<file path="src/rtl/operand_issue_if.sv">
// Bundle of handshake, issue-output and bypass/writeback signals around the operand issue stage.
// The slave modport is the stage itself; master is the surrounding pipeline.
interface operand_issue_if #(
  parameter int WIDTH = 12
);
  logic             in_valid;
  logic             in_ready;
  logic [11:0]      instr;
  logic             out_valid;
  logic             out_ready;
  logic [2:0]       opcode;
  logic [WIDTH-1:0] op_1;
  logic [WIDTH-1:0] op_2;
  logic [2:0]       rd;
  logic             ex_valid;
  logic [2:0]       ex_rd;
  logic [WIDTH-1:0] ex_result;
  logic             wb_en;
  logic [2:0]       wb_addr;
  logic [WIDTH-1:0] wb_data;

  modport slave (
    input  in_valid, instr, out_ready,
    input  ex_valid, ex_rd, ex_result,
    input  wb_en, wb_addr, wb_data,
    output in_ready, out_valid, opcode, op_1, op_2, rd
  );

  modport master (
    output in_valid, instr, out_ready,
    output ex_valid, ex_rd, ex_result,
    output wb_en, wb_addr, wb_data,
    input  in_ready, out_valid, opcode, op_1, op_2, rd
  );
endinterface

</file>
<file path="src/rtl/operand_issue.sv">
// Operand issue stage: register file read with EX and WB bypass, feeding a
// one-entry registered output toward the ALU under a valid/ready handshake.
module operand_issue #(
  parameter int WIDTH = 12,
  parameter int NREGS = 8
) (
  input logic           clk,
  input logic           rst,
  operand_issue_if.slave bus
);
  logic [WIDTH-1:0] rf [NREGS];

  logic             out_valid_reg;
  logic [2:0]       opcode_reg;
  logic [2:0]       rd_reg;
  logic [WIDTH-1:0] op_1_reg;
  logic [WIDTH-1:0] op_2_reg;

  logic [WIDTH-1:0] op_1_next;
  logic [WIDTH-1:0] op_2_next;
  logic             in_ready_int;
  logic             accept;

  // R0 is hardwired; only entries 1..NREGS-1 hold state.
  assign rf[0] = '0;
  generate
    for (genvar gi = 1; gi < NREGS; gi++) begin : g_rf
      logic [WIDTH-1:0] entry_reg;
      always_ff @(posedge clk) begin
        if (rst) begin
          entry_reg <= '0;
        end else if (bus.wb_en && (bus.wb_addr == 3'(gi))) begin
          entry_reg <= bus.wb_data;
        end
      end
      assign rf[gi] = entry_reg;
    end
  endgenerate

  function automatic logic [WIDTH-1:0] resolve(
    input logic [2:0]       rs,
    input logic             ex_v,
    input logic [2:0]       ex_r,
    input logic [WIDTH-1:0] ex_res,
    input logic             wb_e,
    input logic [2:0]       wb_a,
    input logic [WIDTH-1:0] wb_d,
    input logic [WIDTH-1:0] file_val
  );
    logic [WIDTH-1:0] val;
    if (rs == 3'd0)                     val = '0;
    else if (ex_v && (ex_r == rs))      val = ex_res;
    else if (wb_e && (wb_a == rs))      val = wb_d;
    else                                val = file_val;
    return val;
  endfunction

  always_comb begin
    op_1_next = resolve(bus.instr[5:3], bus.ex_valid, bus.ex_rd, bus.ex_result,
                        bus.wb_en, bus.wb_addr, bus.wb_data, rf[bus.instr[5:3]]);
    op_2_next = resolve(bus.instr[2:0], bus.ex_valid, bus.ex_rd, bus.ex_result,
                        bus.wb_en, bus.wb_addr, bus.wb_data, rf[bus.instr[2:0]]);
  end

  assign in_ready_int = !out_valid_reg || bus.out_ready;
  assign accept       = bus.in_valid && in_ready_int;

  // Operands are captured only on accept, so a stall never refreshes them.
  always_ff @(posedge clk) begin
    if (rst) begin
      out_valid_reg <= 1'b0;
      opcode_reg    <= '0;
      rd_reg        <= '0;
      op_1_reg      <= '0;
      op_2_reg      <= '0;
    end else if (accept) begin
      out_valid_reg <= 1'b1;
      opcode_reg    <= bus.instr[11:9];
      rd_reg        <= bus.instr[8:6];
      op_1_reg      <= op_1_next;
      op_2_reg      <= op_2_next;
    end else if (bus.out_ready) begin
      out_valid_reg <= 1'b0;
    end
  end

  assign bus.in_ready  = in_ready_int;
  assign bus.out_valid = out_valid_reg;
  assign bus.opcode    = opcode_reg;
  assign bus.rd        = rd_reg;
  assign bus.op_1      = op_1_reg;
  assign bus.op_2      = op_2_reg;
endmodule

</file>
<file path="src/flat_wrapper.sv">
// flat-port wrapper written by rule: the top's interface ports become plain ports
module operand_issue_flat 
#(
  parameter int WIDTH = 12,
  parameter int NREGS = 8
)
  (clk, rst, bus_in_valid, bus_instr, bus_out_ready, bus_ex_valid, bus_ex_rd, bus_ex_result, bus_wb_en, bus_wb_addr, bus_wb_data, bus_in_ready, bus_out_valid, bus_opcode, bus_op_1, bus_op_2, bus_rd);
  operand_issue_if #(.WIDTH(WIDTH)) bus_i ();
  input logic clk;
  input logic rst;
  input wire logic [$bits(bus_i.in_valid)-1:0] bus_in_valid;
  input wire logic [$bits(bus_i.instr)-1:0] bus_instr;
  input wire logic [$bits(bus_i.out_ready)-1:0] bus_out_ready;
  input wire logic [$bits(bus_i.ex_valid)-1:0] bus_ex_valid;
  input wire logic [$bits(bus_i.ex_rd)-1:0] bus_ex_rd;
  input wire logic [$bits(bus_i.ex_result)-1:0] bus_ex_result;
  input wire logic [$bits(bus_i.wb_en)-1:0] bus_wb_en;
  input wire logic [$bits(bus_i.wb_addr)-1:0] bus_wb_addr;
  input wire logic [$bits(bus_i.wb_data)-1:0] bus_wb_data;
  output wire logic [$bits(bus_i.in_ready)-1:0] bus_in_ready;
  output wire logic [$bits(bus_i.out_valid)-1:0] bus_out_valid;
  output wire logic [$bits(bus_i.opcode)-1:0] bus_opcode;
  output wire logic [$bits(bus_i.op_1)-1:0] bus_op_1;
  output wire logic [$bits(bus_i.op_2)-1:0] bus_op_2;
  output wire logic [$bits(bus_i.rd)-1:0] bus_rd;
  assign bus_i.in_valid = bus_in_valid;
  assign bus_i.instr = bus_instr;
  assign bus_i.out_ready = bus_out_ready;
  assign bus_i.ex_valid = bus_ex_valid;
  assign bus_i.ex_rd = bus_ex_rd;
  assign bus_i.ex_result = bus_ex_result;
  assign bus_i.wb_en = bus_wb_en;
  assign bus_i.wb_addr = bus_wb_addr;
  assign bus_i.wb_data = bus_wb_data;
  assign bus_in_ready = bus_i.in_ready;
  assign bus_out_valid = bus_i.out_valid;
  assign bus_opcode = bus_i.opcode;
  assign bus_op_1 = bus_i.op_1;
  assign bus_op_2 = bus_i.op_2;
  assign bus_rd = bus_i.rd;
  operand_issue #(.WIDTH(WIDTH), .NREGS(NREGS)) u_core (.clk(clk), .rst(rst), .bus(bus_i));
endmodule
</file>
<file path="config.mk">
export PLATFORM = sky130hd
export DESIGN_NAME = operand_issue_flat
export DESIGN_NICKNAME = d
export VERILOG_FILES = /design/src/rtl/operand_issue_if.sv /design/src/rtl/operand_issue.sv /design/src/flat_wrapper.sv
export SDC_FILE = /design/constraint.sdc
export NUM_CORES = 1
export LEC_CHECK = 0
export ABC_AREA = 0
export BUFFER_PORTS_ARGS = -buffer_cell sky130_fd_sc_hd__buf_2
export CORE_MARGIN = 1
export CORE_UTILIZATION = 35
export DETAILED_ROUTE_END_ITERATION = 8
export PLACE_DENSITY = 0.59
export SKIP_LAST_GASP = 1
export SLEW_MARGIN = 20
export SYNTH_ARGS = -nofsm -noshare
export SYNTH_HDL_FRONTEND = slang
export SYNTH_SLANG_ARGS = --single-unit
</file>
<file path="constraint.sdc">
create_clock -name clk -period 1.5 [get_ports clk]
set_input_delay 0.075 -clock clk [delete_from_list [all_inputs] [get_ports clk]]
set_output_delay 0.075 -clock clk [all_outputs]
set_load 0.05 [all_outputs]
</file>
==> impl_metrics.tcl, run 1 <==
set metrics [dict create \
    cp_slowest_cell "dfxtp_4" \
    grt-ovfl-total 0 \
    synth_top_area_share_pct 36.64 \
    cp_max_fo 31 \
    drt.antenna.violating_nets 0 \
    setup_tns_ns 0 \
    vdd_ir_drop_max_v 0.0008062 \
    post-route-period-util_pct 93.96 \
    clockBufferDepth 2 \
    layout.nets 897 \
    drc 0 \
    syn_nets 807 \
    port_buffers 79 \
    synth.most_common_cell "nand2_1" \
    hold_end "u_core.bus.out_valid" \
    finClkSkew_ns 0.006217 \
    placed_cell_area_sq_mm 0.006954 \
    worstHoldPathType "input pin to flop" \
    path_buf_inv 2 \
    crit_family "compound AO/OA/AOI/OAI gates" \
    max_stage_delay_ns 0.33 \
    drt_iter0_markers 437 \
    htree_levels 4 \
    fin_cells 1087 \
    maxCapViolCount 0 \
    clkLatencyLatePin_ns 0.43 \
    leakage_nw 2.876 \
    tritoncts "built" \
    cp.arrival_ns 1.76 \
    ys_warn_count 0 \
    wl_per_cell_microns 17.76 \
    ys_top_cells_by_count "228 x nand2_1, 115 x dfxtp_1, 93 x a21oi_1, 36 x clkbuf_1, 34 x mux2i_1" \
    worstReg2RegStart "u_core.bus.out_valid" \
    end_kind "flop" \
    drtPass1Iterations 5 \
    grt_pass1_vias 5627 \
    rows 48 \
    grt_max_degree 98 \
    min_period_ns 1.409 \
    drive_gt1_share_pct 23.55 \
    synth_ff_type "dfxtp_1" \
    io_pins 80 \
    die_width_microns 136.0 \
    area_growth_pct 24.77 \
    core_sq_mm 0.01742 \
    final_max_slew_viol_count 0 \
    r2r_cells 6 \
    outcome "completed" \
    finalSetupViolCount 0 \
    die_area_sq_mm 0.01849 \
    regToRegSetupSlack_ns 0.09 \
    relSlewSlack_pct 45.39 \
    finalWirelength_microns 19310 \
    ys_types 49 \
    largest_register_ffs 84 \
    syn_avg_cell_area_sq_um 8.279 \
    grt_pass1_wl_microns 30530 \
    initial_core_util_pct 36.08 \
    clockRootBuffer "clkbuf_16" \
    worst_slew_pin_slew_ns 0.8175 \
    syn_inst 759 \
    seq_area_frac_synth_pct 36.64 \
    worstPathRequired_ns 1.85 \
    power_w 0.008886 \
    synth_edf_count 0 \
    n_antenna_cell 0 \
    cts.clk_slew.worst_paths_ns 0.05 \
    hpwlAfterDp_microns 13990 \
    clkSinkCount 115 \
    numCtsBuffers 17 \
    synth_top_area_cell "dfxtp_1" \
    grt_use_total_pct 21.64 \
    vias_per_cell 5.406 \
    max_freq_mhz 709.5 \
    antenna_found_initial 0 \
    rsz0062_at_grt "yes" \
    synth_area_leaders "dfxtp_1 37%, nand2_1 14%, a21oi_1 7.4%" \
    synth-seq-cells 115 \
    r2r-end "u_core.bus.op_2[8]" \
    start_kind "flop" \
    place.gp.congestion 0.7878 \
    synthArstFlopShare_pct 0 \
    hold_depth 4 \
    p_per_area_mw_per_mm2 1133 \
    fin_util_pct 45.01 \
    vias 5876 \
    hold_start "bus_out_ready" \
    final_area_sq_mm 0.007840 \
    syn_area_sq_mm 0.006284 \
    nFillCells 1720 \
    final-hold-violation-count 0 \
    placed_cells 1033 \
    crit_type "flop to flop" \
    cp_cell_sequence "nor2b_4 -> inv_6 -> a21oi_4 -> buf_12 -> a221oi_1 -> a32oi_1" \
    die_h_microns 136.0 \
]
## routing by layer
metal  up-vias  wire, microns  global-route usage, %
met4         0            213                  6.728
met2       189           8897                  35.43
met3        19           1249                  4.810
met1      2773           8946                  28.19
li1       2895              -                      -
met5         -              0                      0
## layout make-up
cell class                 count  area, sq um  share of cell area (%)
inverter                       4        20.02                  0.2553
sequential                   115         2306                   29.41
clock buffer                  25        515.5                   6.575
multi-input combinational    566         3563                   45.45
clock inverter                 7        141.4                   1.803
tap                          225        281.5                   3.591
timing repair buffer         145         1012                   12.91
## per-stage QoR
step	hold slack, ns	setup WS (ns)
after floorplan	0.2110	-0.04123
after global placement	0.3219	-0.05572
after detailed placement	0.3257	-0.08815
after CTS	0.002582	0.02421
after global routing	0.02145	-0.001018
final	0.007882	0.09064
## worst max-delay path by stage
| stage | depth (start not counted) | endpoint | from |
|---|---|---|---|
| 2_1_floorplan | 6 | u_core.bus.op_2[6] | u_core.bus.out_valid |
| 3_3_place_gp | 5 | u_core.bus.op_1[7] | bus_instr[5] |
| 3_5_place_dp | 5 | u_core.bus.op_1[0] | bus_instr[5] |
| 4_1_cts | 6 | u_core.bus.op_2[8] | u_core.bus.out_valid |
| 5_1_grt | 6 | u_core.bus.op_2[6] | u_core.bus.out_valid |
| 6_report | 6 | u_core.bus.op_2[8] | u_core.bus.out_valid |
## worst reg2reg max path, cell delays in order, from the launching register on
cell      delay, ns
dfxtp_4        0.33
nor2b_4        0.26
inv_6          0.08
a21oi_4        0.15
buf_12         0.20
a221oi_1       0.12
a32oi_1        0.20
## cells by family (layout without fill, tap and decap cells)
family / Yosys count / count (layout) / share of synthesized area [%]
AOI/OAI and AO/OA: 213 / 213 / 22.68
muxes: 60 / 60 / 12.23
and+or+nand+nor: 281 / 281 / 19.32
DFF: 115 / 115 / 36.64
xor gates and xnor gates: 12 / 12 / 2.031
buffers and inverters: 78 / 181 / 7.109
## power by group
part	internal (W)	switching, W	total [W]	leakage (nW)
combinational	0.000444	0.000746	0.00119	1.63
sequential	0.00315	0.0000667	0.00321	0.933
clock	0.00304	0.00144	0.00448	0.316
## layout by cell type, fill, tap and decap left out, types with 5 or more instances in the layout
master / n
a32oi_1: 15
a221oi_1: 17
a21oi_1: 93
mux2_1: 5
mux4_2: 12
clkbuf_8: 6
nor2b_1: 6
buf_2: 78
buf_12: 5
a221o_1: 11
o21ai_0: 29
a211oi_1: 9
mux2_2: 9
dlygate4sd3_1: 21
buf_4: 40
mux2i_1: 34
nand4_1: 5
a221oi_2: 9
nor2_1: 16
o22ai_1: 15
dfxtp_1: 114
nand2_1: 228
clkbuf_16: 17
xnor2_1: 9
## repair_timing
| action | 4_1_cts | 5_1_grt |
|---|---|---|
| hold buffers | 21 | 0 |
| endpoints found under the hold margin | 47 | 0 |
| setup endpoints to repair | 0 | 13 |
| setup buffers | 0 | 1 |
| gates resized for setup | 0 | 2 |
(Power assumes the default switching activity.)
==> run 2, diff against run 1 <==
--- a/config.mk
+++ b/config.mk
@@ -5,7 +5,7 @@
 export SDC_FILE = /design/constraint.sdc
 export NUM_CORES = 1
 export LEC_CHECK = 0
-export ABC_AREA = 0
+export ABC_AREA = 1
 export BUFFER_PORTS_ARGS = -buffer_cell sky130_fd_sc_hd__buf_2
 export CORE_MARGIN = 1
 export CORE_UTILIZATION = 35
==> impl_metrics.tcl, run 2 <==
set metrics [dict create \
    grt_pass1_vias 6410 \
    place_ws_ns 0.06351 \
    rsz0062_at_grt "no" \
    wl_met3_microns 1309 \
    post-route-period-util_pct 91.32 \
    p_sw_w 0.002669 \
    p_per_area_mw_per_mm2 1158 \
    vdd_ir_drop_max_v 0.0007760 \
    routed.top_layer "met4" \
    dr_wl_met2_microns 10160 \
    synthArstFlopShare_pct 0 \
    layout_common_cells "222 x nand2_1, 122 x nor2_1, 114 x dfxtp_1, 113 x inv_1, 99 x o21ai_0" \
    die_h_microns 137.2 \
    r2r_cells 9 \
    regToRegSetupSlack_ns 0.17 \
    cp_cell_sequence "dlygate4sd3_1 -> buf_2 -> inv_1 -> nand2_4 -> nand2_2 -> buf_4 -> inv_1 -> nand2_1 -> a21oi_1" \
    seq_area_frac_synth_pct 35.98 \
    hold_start "bus_ex_result[9]" \
    end_kind "flop" \
    grt-ovfl-total 0 \
    grt_pass1_wl_microns 35430 \
    synth_ff_type "dfxtp_1" \
    ys_top_cells_by_count "224 x nand2_1, 122 x nor2_1, 115 x dfxtp_1, 113 x inv_1, 99 x o21ai_0" \
    comb_power_share_pct 17.0 \
    max_freq_mhz 730.1 \
    setup_ws_ns 0.1303 \
    final_max_slew_viol_count 0 \
    worst_path_most_repeated_cell "inv_1" \
    outcome "completed" \
    syn_inst 1007 \
    postCtsSetupBuffers 0 \
    syn_avg_cell_area_sq_um 6.354 \
    placed_cells 1302 \
    ys_warn_count 0 \
    synth_top_area_share_pct 35.98 \
    cp_max_fo 29 \
    clkSinkCount 115 \
    synth_edf_count 0 \
    core_sq_mm 0.01796 \
    drt_iter0_markers 512 \
    clkLatencyLatePin_ns 0.42 \
    place.gp.congestion 0.9786 \
    power.share.clock_pct 48.7 \
    wl_per_cell_microns 16.86 \
    hold_end "u_core.bus.op_2[9]" \
    htree_levels 4 \
    drc 0 \
    drt.antenna.violating_nets 0 \
    synth_top_area_cell "dfxtp_1" \
    nFillCells 1859 \
    worstPathRequired_ns 1.81 \
    initial_core_util_pct 35.62 \
    cp.arrival_ns 1.68 \
    syn_area_sq_mm 0.006399 \
    finalWirelength_microns 22790 \
    die_area_sq_mm 0.01883 \
    min_period_ns 1.370 \
    io_pins 80 \
    hpwlAfterDp_microns 16330 \
    relSlewSlack_pct 71.55 \
    drtPass1Iterations 5 \
    port_buffers 79 \
    largest_register_ffs 84 \
    finClkSkew_ns 0.007091 \
    crit_type "input pin to flop" \
    max_stage_delay_ns 0.55 \
    worst_slew_pin_slew_ns 0.4268 \
    final-hold-violation-count 0 \
    setup_tns_ns 0 \
    cts.clk_slew.worst_paths_ns 0.06 \
    seq_area_sq_mm 0.002303 \
    die_width_microns 137.2 \
    hold_depth 5 \
    power_frac_seq_pct 34.3 \
    worstHoldPathType "input pin to flop" \
    grt_use_total_pct 25.18 \
    drive_gt1_share_pct 16.30 \
    worstReg2RegStart "u_core.bus.out_valid" \
    vias_per_cell 5.162 \
    synth-seq-cells 115 \
    n_antenna_cell 0 \
    clockBufferDepth 2 \
    start_kind "input pin" \
    p_sw_share_pct 27.96 \
    grt_max_degree 50 \
    layout.nets 1159 \
    multi_input_area_sq_mm 0.003329 \
    finalSetupViolCount 0 \
    wl_met1_microns 10640 \
    synth.most_common_cell "nand2_1" \
    fin_cells 1352 \
    antenna_found_initial 0 \
    vias 6979 \
    syn_nets 1055 \
    layout_commonest_cell "nand2_1" \
    rows 49 \
    clockRootBuffer "clkbuf_16" \
    area_growth_pct 28.88 \
    cp_slowest_cell "dlygate4sd3_1" \
    numCtsBuffers 17 \
    r2r-end "u_core.bus.op_2[11]" \
    leakage_nw 3.657 \
    p_int_w 0.006876 \
    maxCapViolCount 0 \
    tritoncts "built" \
    synth_area_leaders "dfxtp_1 36%, nand2_1 13%, a211oi_1 9.2%" \
    ys_types 23 \
]
[run 2: routing by layer]
layer / up-vias / GRT usage (%)
met5: - / 0
met2: 252 / 39.51
met3: 41 / 4.341
met4: 0 / 11.36
met1: 3155 / 33.64
li1: 3531 / -
[run 2: stage by stage]
step | cell area (sq um) | power [W] | hold slack, ns | utilization, %
after global placement | 7378 | 0.004891 | 0.3310 | 41.07
after global routing | 8247 | 0.009912 | 0.05321 | 45.91
final | 8247 | 0.009546 | 0.06115 | 45.91
after CTS | 8240 | 0.009601 | 0.03620 | 45.87
after detailed placement | 7378 | 0.004895 | 0.3353 | 41.07
after floorplan | 6410 | 0.004317 | 0.2197 | -
[run 2: layout make-up]
cell class	count	share of cell area (%)
Multi-Input combinational cell	700	40.37
Sequential cell	115	27.93
Timing Repair Buffer	160	14.75
Clock buffer	18	5.325
Inverter	117	5.325
Tap cell	229	3.474
Clock inverter	13	2.822
[run 2: logic make-up after synthesis]
kind of cell / Yosys count / synth area share [%]
xor+xnor: 2 / 0.2738
simple gates: 428 / 26.91
flops: 115 / 35.98
buf+inv: 192 / 12.20
compound gates: 270 / 24.64
[run 2: how the worst max path moves through the flow]
stage / start / to / slack [ns] / cells past startpoint
after global routing: bus_out_ready / u_core.bus.op_2[4] / 0.01 / 12
after CTS: u_core.bus.out_valid / u_core.bus.rd[2] / 0.09 / 6
final: bus_out_ready / u_core.bus.rd[2] / 0.13 / 9
after floorplan: u_core.bus.out_valid / u_core.bus.op_1[3] / 0.05 / 8
after detailed placement: bus_instr[0] / u_core.bus.op_2[7] / 0.06 / 10
after global placement: bus_instr[0] / u_core.bus.op_2[7] / 0.06 / 10
[run 2: what timing repair did]
| item | CTS | global route |
|---|---|---|
| endpoints found under the hold margin | 23 | 0 |
| setup endpoints to repair | 0 | 11 |
| gates resized for setup | 0 | 2 |
| hold buffers | 19 | 0 |
[run 2: power groups by stage]
stage          clock [W]  sequential [W]  combinational [W]
6_report         0.00465         0.00328            0.00162
5_1_grt          0.00484         0.00329            0.00178
4_1_cts          0.00473         0.00328            0.00160
3_5_place_dp           0         0.00334            0.00156
3_3_place_gp           0         0.00334            0.00156
2_1_floorplan          0         0.00351           0.000802
[run 2: worst max-delay path, delay by kind of cell]
kind	cells	cell delay, ns
compound gates	1	0.06
buf+inv	5	1.26
simple gates	3	0.29
